**src/rtl/xoodyak_host_pkg.sv**
```systemverilog
// Shared types and constants for the xoodyak word-serial host front end.
// Word indices are 5 bits wide to cover the 22-word decrypt load.
package xoodyak_host_pkg;

    typedef enum logic [1:0] {
        ST_LOAD,
        ST_START,
        ST_WAIT,
        ST_UNLOAD
    } state_t;

    localparam logic [4:0] ENC_WORDS = 5'd18;
    localparam logic [4:0] DEC_WORDS = 5'd22;
    localparam logic [3:0] OUT_WORDS = 4'd11;

    localparam logic [4:0] KEY_W0   = 5'd0;
    localparam logic [4:0] NONCE_W0 = 5'd4;
    localparam logic [4:0] AD_W0    = 5'd8;
    localparam logic [4:0] TEXT_W0  = 5'd12;
    localparam logic [4:0] TAG_W0   = 5'd18;

    localparam int STAT_VERIFY  = 0;
    localparam int STAT_TIMEOUT = 1;

    function automatic logic [4:0] last_word(input logic opmode);
        return opmode ? (DEC_WORDS - 5'd1) : (ENC_WORDS - 5'd1);
    endfunction

endpackage

```
**src/rtl/xoodyak_host_unload.sv**
```systemverilog
// Output word mux: six text words, four tag words, then the status word,
// selected by the unload counter.
module xoodyak_host_unload
    import xoodyak_host_pkg::*;
(
    input  logic [191:0] text,
    input  logic [127:0] tag,
    input  logic         timeout,
    input  logic         verify,
    input  logic [3:0]   idx,
    output logic [31:0]  word
);

    logic [5:0][31:0] text_w;
    logic [3:0][31:0] tag_w;

    assign text_w = text;
    assign tag_w  = tag;

    // Indices 6..9 have low bits 2,3,0,1, so subtracting 2 (mod 4) gives tag word 0..3.
    always_comb begin
        word = '0;
        if (idx < 4'd6) begin
            word = text_w[idx[2:0]];
        end else if (idx < 4'd10) begin
            word = tag_w[idx[1:0] - 2'd2];
        end else begin
            word[STAT_VERIFY]  = verify;
            word[STAT_TIMEOUT] = timeout;
        end
    end

endmodule

```
**src/rtl/xoodyak_host.sv**
```systemverilog
// Word-serial host for xoodyak_build: loads operands from a 32-bit stream,
// starts the core, and returns text, tag and status on a 32-bit stream.
//
//   state     | meaning
//   ----------|-----------------------------------------------------------
//   ST_LOAD   | accepting operand words; leaves after the last word
//   ST_START  | one-cycle core_start pulse, timeout counter cleared
//   ST_WAIT   | waiting for core_sqzdone or timeout terminal count
//   ST_UNLOAD | emitting 11 result words, then back to ST_LOAD
module xoodyak_host
    import xoodyak_host_pkg::*;
#(
    parameter int TIMEOUT_CLKS = 64
) (
    input  logic         eph1,
    input  logic         reset_n,
    input  logic         in_valid,
    input  logic [31:0]  in_data,
    input  logic         in_opmode,
    output logic         in_ready,
    output logic         out_valid,
    output logic [31:0]  out_data,
    input  logic         out_ready,
    output logic         busy,
    output logic         core_start,
    output logic         core_opmode,
    output logic [127:0] core_key,
    output logic [127:0] core_nonce,
    output logic [127:0] core_assodata,
    output logic [127:0] core_verif,
    output logic [191:0] core_textin,
    input  logic [191:0] core_textout,
    input  logic [127:0] core_authdata,
    input  logic         core_sqzdone,
    input  logic         core_verify
);

    localparam int              TW       = $clog2(TIMEOUT_CLKS) + 1;
    localparam logic [TW-1:0]   TMO_LAST = TW'(TIMEOUT_CLKS - 1);

    state_t           state_q, state_d;
    logic [4:0]       word_cnt_q;
    logic [3:0]       out_cnt_q;
    logic [TW-1:0]    tmo_cnt_q;

    logic             opmode_q;
    logic [3:0][31:0] key_q, nonce_q, ad_q, tag_in_q;
    logic [5:0][31:0] text_in_q;

    logic [191:0]     text_cap_q;
    logic [127:0]     tag_cap_q;
    logic             verify_q, timeout_q;

    logic             in_acc, out_acc, last_in, last_out, capture, expire;
    logic [2:0]       text_rel;
    logic [1:0]       tag_rel;

    assign in_ready   = (state_q == ST_LOAD);
    assign out_valid  = (state_q == ST_UNLOAD);
    assign core_start = (state_q == ST_START);
    assign busy       = !((state_q == ST_LOAD) && (word_cnt_q == '0));

    assign in_acc   = in_valid & in_ready;
    assign out_acc  = out_valid & out_ready;
    // Word 0 carries the mode for the current load, so use the live input there.
    assign last_in  = word_cnt_q == last_word((word_cnt_q == KEY_W0) ? in_opmode : opmode_q);
    assign last_out = out_cnt_q == (OUT_WORDS - 4'd1);
    assign capture  = (state_q == ST_WAIT) && core_sqzdone;
    assign expire   = (state_q == ST_WAIT) && !core_sqzdone && (tmo_cnt_q == TMO_LAST);

    assign text_rel = 3'(word_cnt_q - TEXT_W0);
    assign tag_rel  = 2'(word_cnt_q - TAG_W0);

    always_ff @(posedge eph1 or negedge reset_n) begin
        if (!reset_n) state_q <= ST_LOAD;
        else          state_q <= state_d;
    end

    always_comb begin
        state_d = state_q;
        case (state_q)
            ST_LOAD:   if (in_acc && last_in)   state_d = ST_START;
            ST_START:                           state_d = ST_WAIT;
            ST_WAIT:   if (capture || expire)   state_d = ST_UNLOAD;
            ST_UNLOAD: if (out_acc && last_out) state_d = ST_LOAD;
            default:                            state_d = ST_LOAD;
        endcase
    end

    always_ff @(posedge eph1 or negedge reset_n) begin
        if (!reset_n) begin
            word_cnt_q <= '0;
            out_cnt_q  <= '0;
            tmo_cnt_q  <= '0;
        end else begin
            if (in_acc)  word_cnt_q <= last_in ? 5'd0 : word_cnt_q + 5'd1;
            if (out_acc) out_cnt_q  <= last_out ? 4'd0 : out_cnt_q + 4'd1;
            if (state_q == ST_START)     tmo_cnt_q <= '0;
            else if (state_q == ST_WAIT) tmo_cnt_q <= tmo_cnt_q + TW'(1);
        end
    end

    // Operands only change on accepted words, so they are frozen through WAIT.
    always_ff @(posedge eph1 or negedge reset_n) begin
        if (!reset_n) begin
            opmode_q  <= 1'b0;
            key_q     <= '0;
            nonce_q   <= '0;
            ad_q      <= '0;
            text_in_q <= '0;
            tag_in_q  <= '0;
        end else if (in_acc) begin
            if (word_cnt_q == KEY_W0) opmode_q <= in_opmode;
            if (word_cnt_q < NONCE_W0)     key_q[word_cnt_q[1:0]]   <= in_data;
            else if (word_cnt_q < AD_W0)   nonce_q[word_cnt_q[1:0]] <= in_data;
            else if (word_cnt_q < TEXT_W0) ad_q[word_cnt_q[1:0]]    <= in_data;
            else if (word_cnt_q < TAG_W0)  text_in_q[text_rel]      <= in_data;
            else                           tag_in_q[tag_rel]        <= in_data;
        end
    end

    always_ff @(posedge eph1 or negedge reset_n) begin
        if (!reset_n) begin
            text_cap_q <= '0;
            tag_cap_q  <= '0;
            verify_q   <= 1'b0;
            timeout_q  <= 1'b0;
        end else if (capture) begin
            text_cap_q <= core_textout;
            tag_cap_q  <= core_authdata;
            verify_q   <= core_verify;
            timeout_q  <= 1'b0;
        end else if (expire) begin
            text_cap_q <= '0;
            tag_cap_q  <= '0;
            verify_q   <= 1'b0;
            timeout_q  <= 1'b1;
        end
    end

    assign core_opmode   = opmode_q;
    assign core_key      = key_q;
    assign core_nonce    = nonce_q;
    assign core_assodata = ad_q;
    assign core_textin   = text_in_q;
    assign core_verif    = tag_in_q;

    xoodyak_host_unload u_unload (
        .text    (text_cap_q),
        .tag     (tag_cap_q),
        .timeout (timeout_q),
        .verify  (verify_q),
        .idx     (out_cnt_q),
        .word    (out_data)
    );

endmodule

```
**config.mk**
```make
export PLATFORM = sky130hd
export DESIGN_NAME = xoodyak_host
export DESIGN_NICKNAME = d
export VERILOG_FILES = /design/src/rtl/xoodyak_host_pkg.sv /design/src/rtl/xoodyak_host_unload.sv /design/src/rtl/xoodyak_host.sv
export SDC_FILE = /design/constraint.sdc
export NUM_CORES = 1
export LEC_CHECK = 0
export ABC_AREA = 0
export CORE_AREA = 2 2 424 426
export CTS_CLUSTER_SIZE = 14
export DETAILED_ROUTE_END_ITERATION = 12
export DIE_AREA = 0 0 426 428
export PLACE_DENSITY_LB_ADDON = 0.2
export SETUP_SLACK_MARGIN = 0.3
export SLEW_MARGIN = 20
export SYNTH_ARGS = -nofsm -noshare
export SYNTH_HDL_FRONTEND = slang
export SYNTH_SLANG_ARGS = --single-unit
```
**constraint.sdc**
```tcl
create_clock -name eph1 -period 2.6 [get_ports eph1]
set_input_delay 0.65 -clock eph1 [delete_from_list [all_inputs] [get_ports eph1]]
set_output_delay 0.65 -clock eph1 [all_outputs]
set_load 0.005 [all_outputs]
```
==> metrics.txt, run 1 <==
R2R Setup Slk 0.07 ns; violated checks negative setup slack; CP endpoint kind output port; number of port buffers 1099; Fin Clk Skew 0.02643 ns; worst path arrival time 2.66 ns; clock root buffer sky130_fd_sc_hd__clkbuf_16; kind of critical path flip-flop to output port; Tightest Pin Transition 0.9141 ns; total congestion overflow after global routing 0; Boundary Pins 1100; number of maximum-capacitance constraint violations 0; effective utilization at floorplan 0.2340; most instantiated cells after synthesis sky130_fd_sc_hd__dfrtp_1 (1045), sky130_fd_sc_hd__mux2_2 (699), sky130_fd_sc_hd__a22o_1 (322); cell count after synthesis 2755; routability congestion estimate 0.8490; DRT iter0 DRCs 1864; Yosys Warn Count 0; flop and latch count out of synthesis 1045; core occupancy in the finished layout 0.3634; clock insertion delay at the later pin of the skew report 0.79 ns; kind of path behind the tightest hold check input pin to asynchronous set/reset pin; fraction of layout cells with a size suffix above 1 0.3468; worst reg2reg path endpoint core_nonce[110]$_DFFE_PN0P_; final routed wirelength across all metal layers 203.2 mm; shortest clock period the worst path allows after layout 3.305 ns; clock share of power 0.260; area of the mapped netlist 41570 um^2; number of design rule violations left after detail routing 0; register share of total power 0.357; TritonCTS clock tree done; total die area 182300 um^2; post-synthesis cell type count 52; initial antenna violation count 48; number of buffers inserted during clock tree synthesis 130; synth top area cells sky130_fd_sc_hd__dfrtp_1 (63%), sky130_fd_sc_hd__mux2_2 (19%), sky130_fd_sc_hd__a22o_1 (6.8%); via density per instance 4.615; highest clock rate 0.3025 GHz; Final Worst Setup Slack -0.7055 ns; post-detail-place hpwl 143.5 mm; clock-pin transition on the worst setup and hold timing paths 0.06 ns; library cell with the largest summed area after synthesis sky130_fd_sc_hd__dfrtp_1; Slew Limit Headroom 0.3906; unrepaired setup endpoints after global routing yes; leakage power 33.19 nW; required time reported for the critical path endpoint 1.95 ns; floorplan die height 428 um; Synthesized Nets 3125; Setup Total Neg Slack -19.61 ns; number of global-route vias before repair 31775; Switch Pwr 23.57 mW; most repeated cell in the gate-level netlist after synthesis sky130_fd_sc_hd__dfrtp_1; tightest hold margin 0.4216 ns; pin count of the biggest net entering global routing 78; total of endpoints with negative setup slack in the final report 32; antenna-violating nets left 0; internal cell power 46.77 mW; highest fanout seen on the critical path 6; period utilization 1.271; Clock H-tree levels 4; combined global-route utilization of all metal layers 0.2105; number of synthesized flops with an enable pin 0; sequential fraction of the synthesis area 0.6291; max-slew violations 0; chip width 426 um; combinational power share 0.383; Cells after DPL 6206; FF-to-FF path depth 13; most common flop cell mapped by yosys sky130_fd_sc_hd__dfrtp_1; critical path startpoint category flip-flop; Std-Cell Rows 155; worst reg2reg path startpoint state_q[1]$_DFFE_PN0P_; growth of design area from synthesis to finish 55.31%; Core Box Area 177600 um^2; Via Count 30246; fraction of synthesis flops using an asynchronous set or reset pin 1.000; share of total power consumed by net switching 0.3351; result of the run finished, violations left; Power per Cell Area 1090 nW/um^2; Post-Synthesis Mean Instance Area 15.09 um^2; number of sinks on the clock net 1045; VDD IR-drop max 0.5623 mV; final net count 4454; setup slack after placement -0.4029 ns; Clock Tree Buf Depth 3; count of final hold-check violations 0; Wirelength per Cell 31.00 um; global-route wire length before repair 269.5 mm; post-route non-filler standard cell count 6554; area share of the largest cell type after synthesis 0.6291; Pre-Repair DR Iteration Count 5
## sequential cells by signal, indices dropped and copies added (netlist names), 2 cells and up
signal	count
core_assodata	128
state_q	2
core_key	128
core_textin	192
word_cnt_q	5
core_nonce	128
tmo_cnt_q	7
tag_cap_q	128
text_cap_q	192
core_verif	128
out_cnt_q	4
## worst max-delay path by stage
| stage | startpoint | end | slack, ns |
|---|---|---|---|
| 2_1_floorplan | out_cnt_q[1]$_DFFE_PN0P_ | out_data[19] | 0.38 |
| 3_3_place_gp | out_cnt_q[2]$_DFFE_PN0P_ | out_data[27] | -0.43 |
| 3_5_place_dp | out_cnt_q[2]$_DFFE_PN0P_ | out_data[17] | -0.40 |
| 4_1_cts | out_cnt_q[2]$_DFFE_PN0P_ | out_data[8] | -0.78 |
| 5_1_grt | out_cnt_q[2]$_DFFE_PN0P_ | out_data[2] | -0.82 |
| 6_report | out_cnt_q[2]$_DFFE_PN0P_ | out_data[2] | -0.71 |
## kinds of logic (layout without fill, tap and decap cells)
kind of cell | Yosys count | in the layout | synth area share
flip-flops | 1045 | 1045 | 0.6291
multiplexers | 807 | 807 | 0.2247
AO/OA/AOI/OAI | 452 | 452 | 0.09286
buffers and inverters | 295 | 1724 | 0.03278
AND/OR/NAND/NOR | 142 | 142 | 0.01662
adder cells (fa/ha/maj) | 11 | 11 | 0.003311
XOR/XNOR | 3 | 3 | 0.0006322
other | 0 | 15 | 0
## cell type report
cell class                 count  area [um^2]
inverter                      44        170.2
antenna                       15        37.54
clock inverter                44        484.2
timing repair buffer        1448        15490
multi-input combinational   1415        15470
sequential                  1045        26160
fill                       17329       113100
tap                         2355         2947
clock buffer                 188         3802
## power by group through the flow
stage          Sequential [mW]  Combinational [mW]  Clock [mW]
2_1_floorplan             24.3                10.2           0
3_3_place_gp              25.2                25.2           0
3_5_place_dp              25.2                25.2           0
4_1_cts                   25.0                26.3        18.8
5_1_grt                   25.6                28.5        19.5
6_report                  25.1                27.0        18.3
## layer usage
metal,vias to the layer above,part of all wire,GRT usage
li1,12759,-,-
met1,16002,0.36,0.2260
met2,1115,0.52,0.3727
met3,346,0.082,0.07728
met4,24,0.042,0.08133
met5,-,0.00068,0
## repair_timing
item                                    4_1_cts  5_1_grt
endpoints found under the hold margin        14        0
setup buffers                                43       19
gates resized for setup                     705      346
endpoints found under the setup margin     1040      875
cloned                                        8       30
pin swaps                                    43       23
hold buffers                                  1        0
## per-stage QoR
step,cell area (um^2),power (mW)
2_1_floorplan,41570,34.50
3_3_place_gp,57330,50.36
3_5_place_dp,57330,50.34
4_1_cts,62400,70.05
5_1_grt,64560,73.54
6_report,64560,70.35
## worst max-delay path: stages, from the launching register on
cell and delay (ns):
sky130_fd_sc_hd__dfrtp_4 0.55, sky130_fd_sc_hd__nor2b_4 0.23, sky130_fd_sc_hd__buf_12 0.17, sky130_fd_sc_hd__buf_6 0.10, sky130_fd_sc_hd__buf_6 0.11, sky130_fd_sc_hd__nand2_2 0.04
sky130_fd_sc_hd__o211a_1 0.12, sky130_fd_sc_hd__o32ai_2 0.31, sky130_fd_sc_hd__buf_4 0.17, sky130_fd_sc_hd__buf_6 0.08
## cells in the final DEF (no fill, tap or decap), types with 11 or more instances in the layout
cell | synthesis | routed
sky130_fd_sc_hd__a22o_1 | 322 | 322
sky130_fd_sc_hd__dlymetal6s2s_1 | 0 | 111
sky130_fd_sc_hd__o21ai_0 | 13 | 11
sky130_fd_sc_hd__buf_12 | 0 | 97
sky130_fd_sc_hd__mux2i_1 | 68 | 67
sky130_fd_sc_hd__o211a_1 | 29 | 28
sky130_fd_sc_hd__buf_16 | 0 | 12
sky130_fd_sc_hd__clkbuf_1 | 132 | 26
sky130_fd_sc_hd__clkbuf_8 | 0 | 31
sky130_fd_sc_hd__clkinv_2 | 0 | 20
sky130_fd_sc_hd__mux4_2 | 30 | 30
sky130_fd_sc_hd__clkbuf_16 | 0 | 154
sky130_fd_sc_hd__buf_6 | 12 | 65
sky130_fd_sc_hd__inv_1 | 44 | 33
sky130_fd_sc_hd__clkdlybuf4s50_1 | 0 | 590
sky130_fd_sc_hd__dfrtp_1 | 1045 | 1040
sky130_fd_sc_hd__dlygate4sd2_1 | 0 | 353
sky130_fd_sc_hd__buf_2 | 87 | 16
sky130_fd_sc_hd__o32ai_2 | 0 | 20
sky130_fd_sc_hd__nand2_1 | 63 | 35
sky130_fd_sc_hd__diode_2 | 0 | 15
sky130_fd_sc_hd__mux2_4 | 0 | 148
sky130_fd_sc_hd__nand2_2 | 0 | 16
sky130_fd_sc_hd__nor2_1 | 42 | 40
sky130_fd_sc_hd__mux2_2 | 699 | 551
sky130_fd_sc_hd__buf_4 | 15 | 165
sky130_fd_sc_hd__a211oi_2 | 0 | 16
(Power assumes the default switching activity.)
==> inputs of run 2 (changes only) <==
- HOLD_SLACK_MARGIN: unset -> 0.1
==> results of run 2 <==
The final DEF is identical to that of run 1; final timing and power are the same.
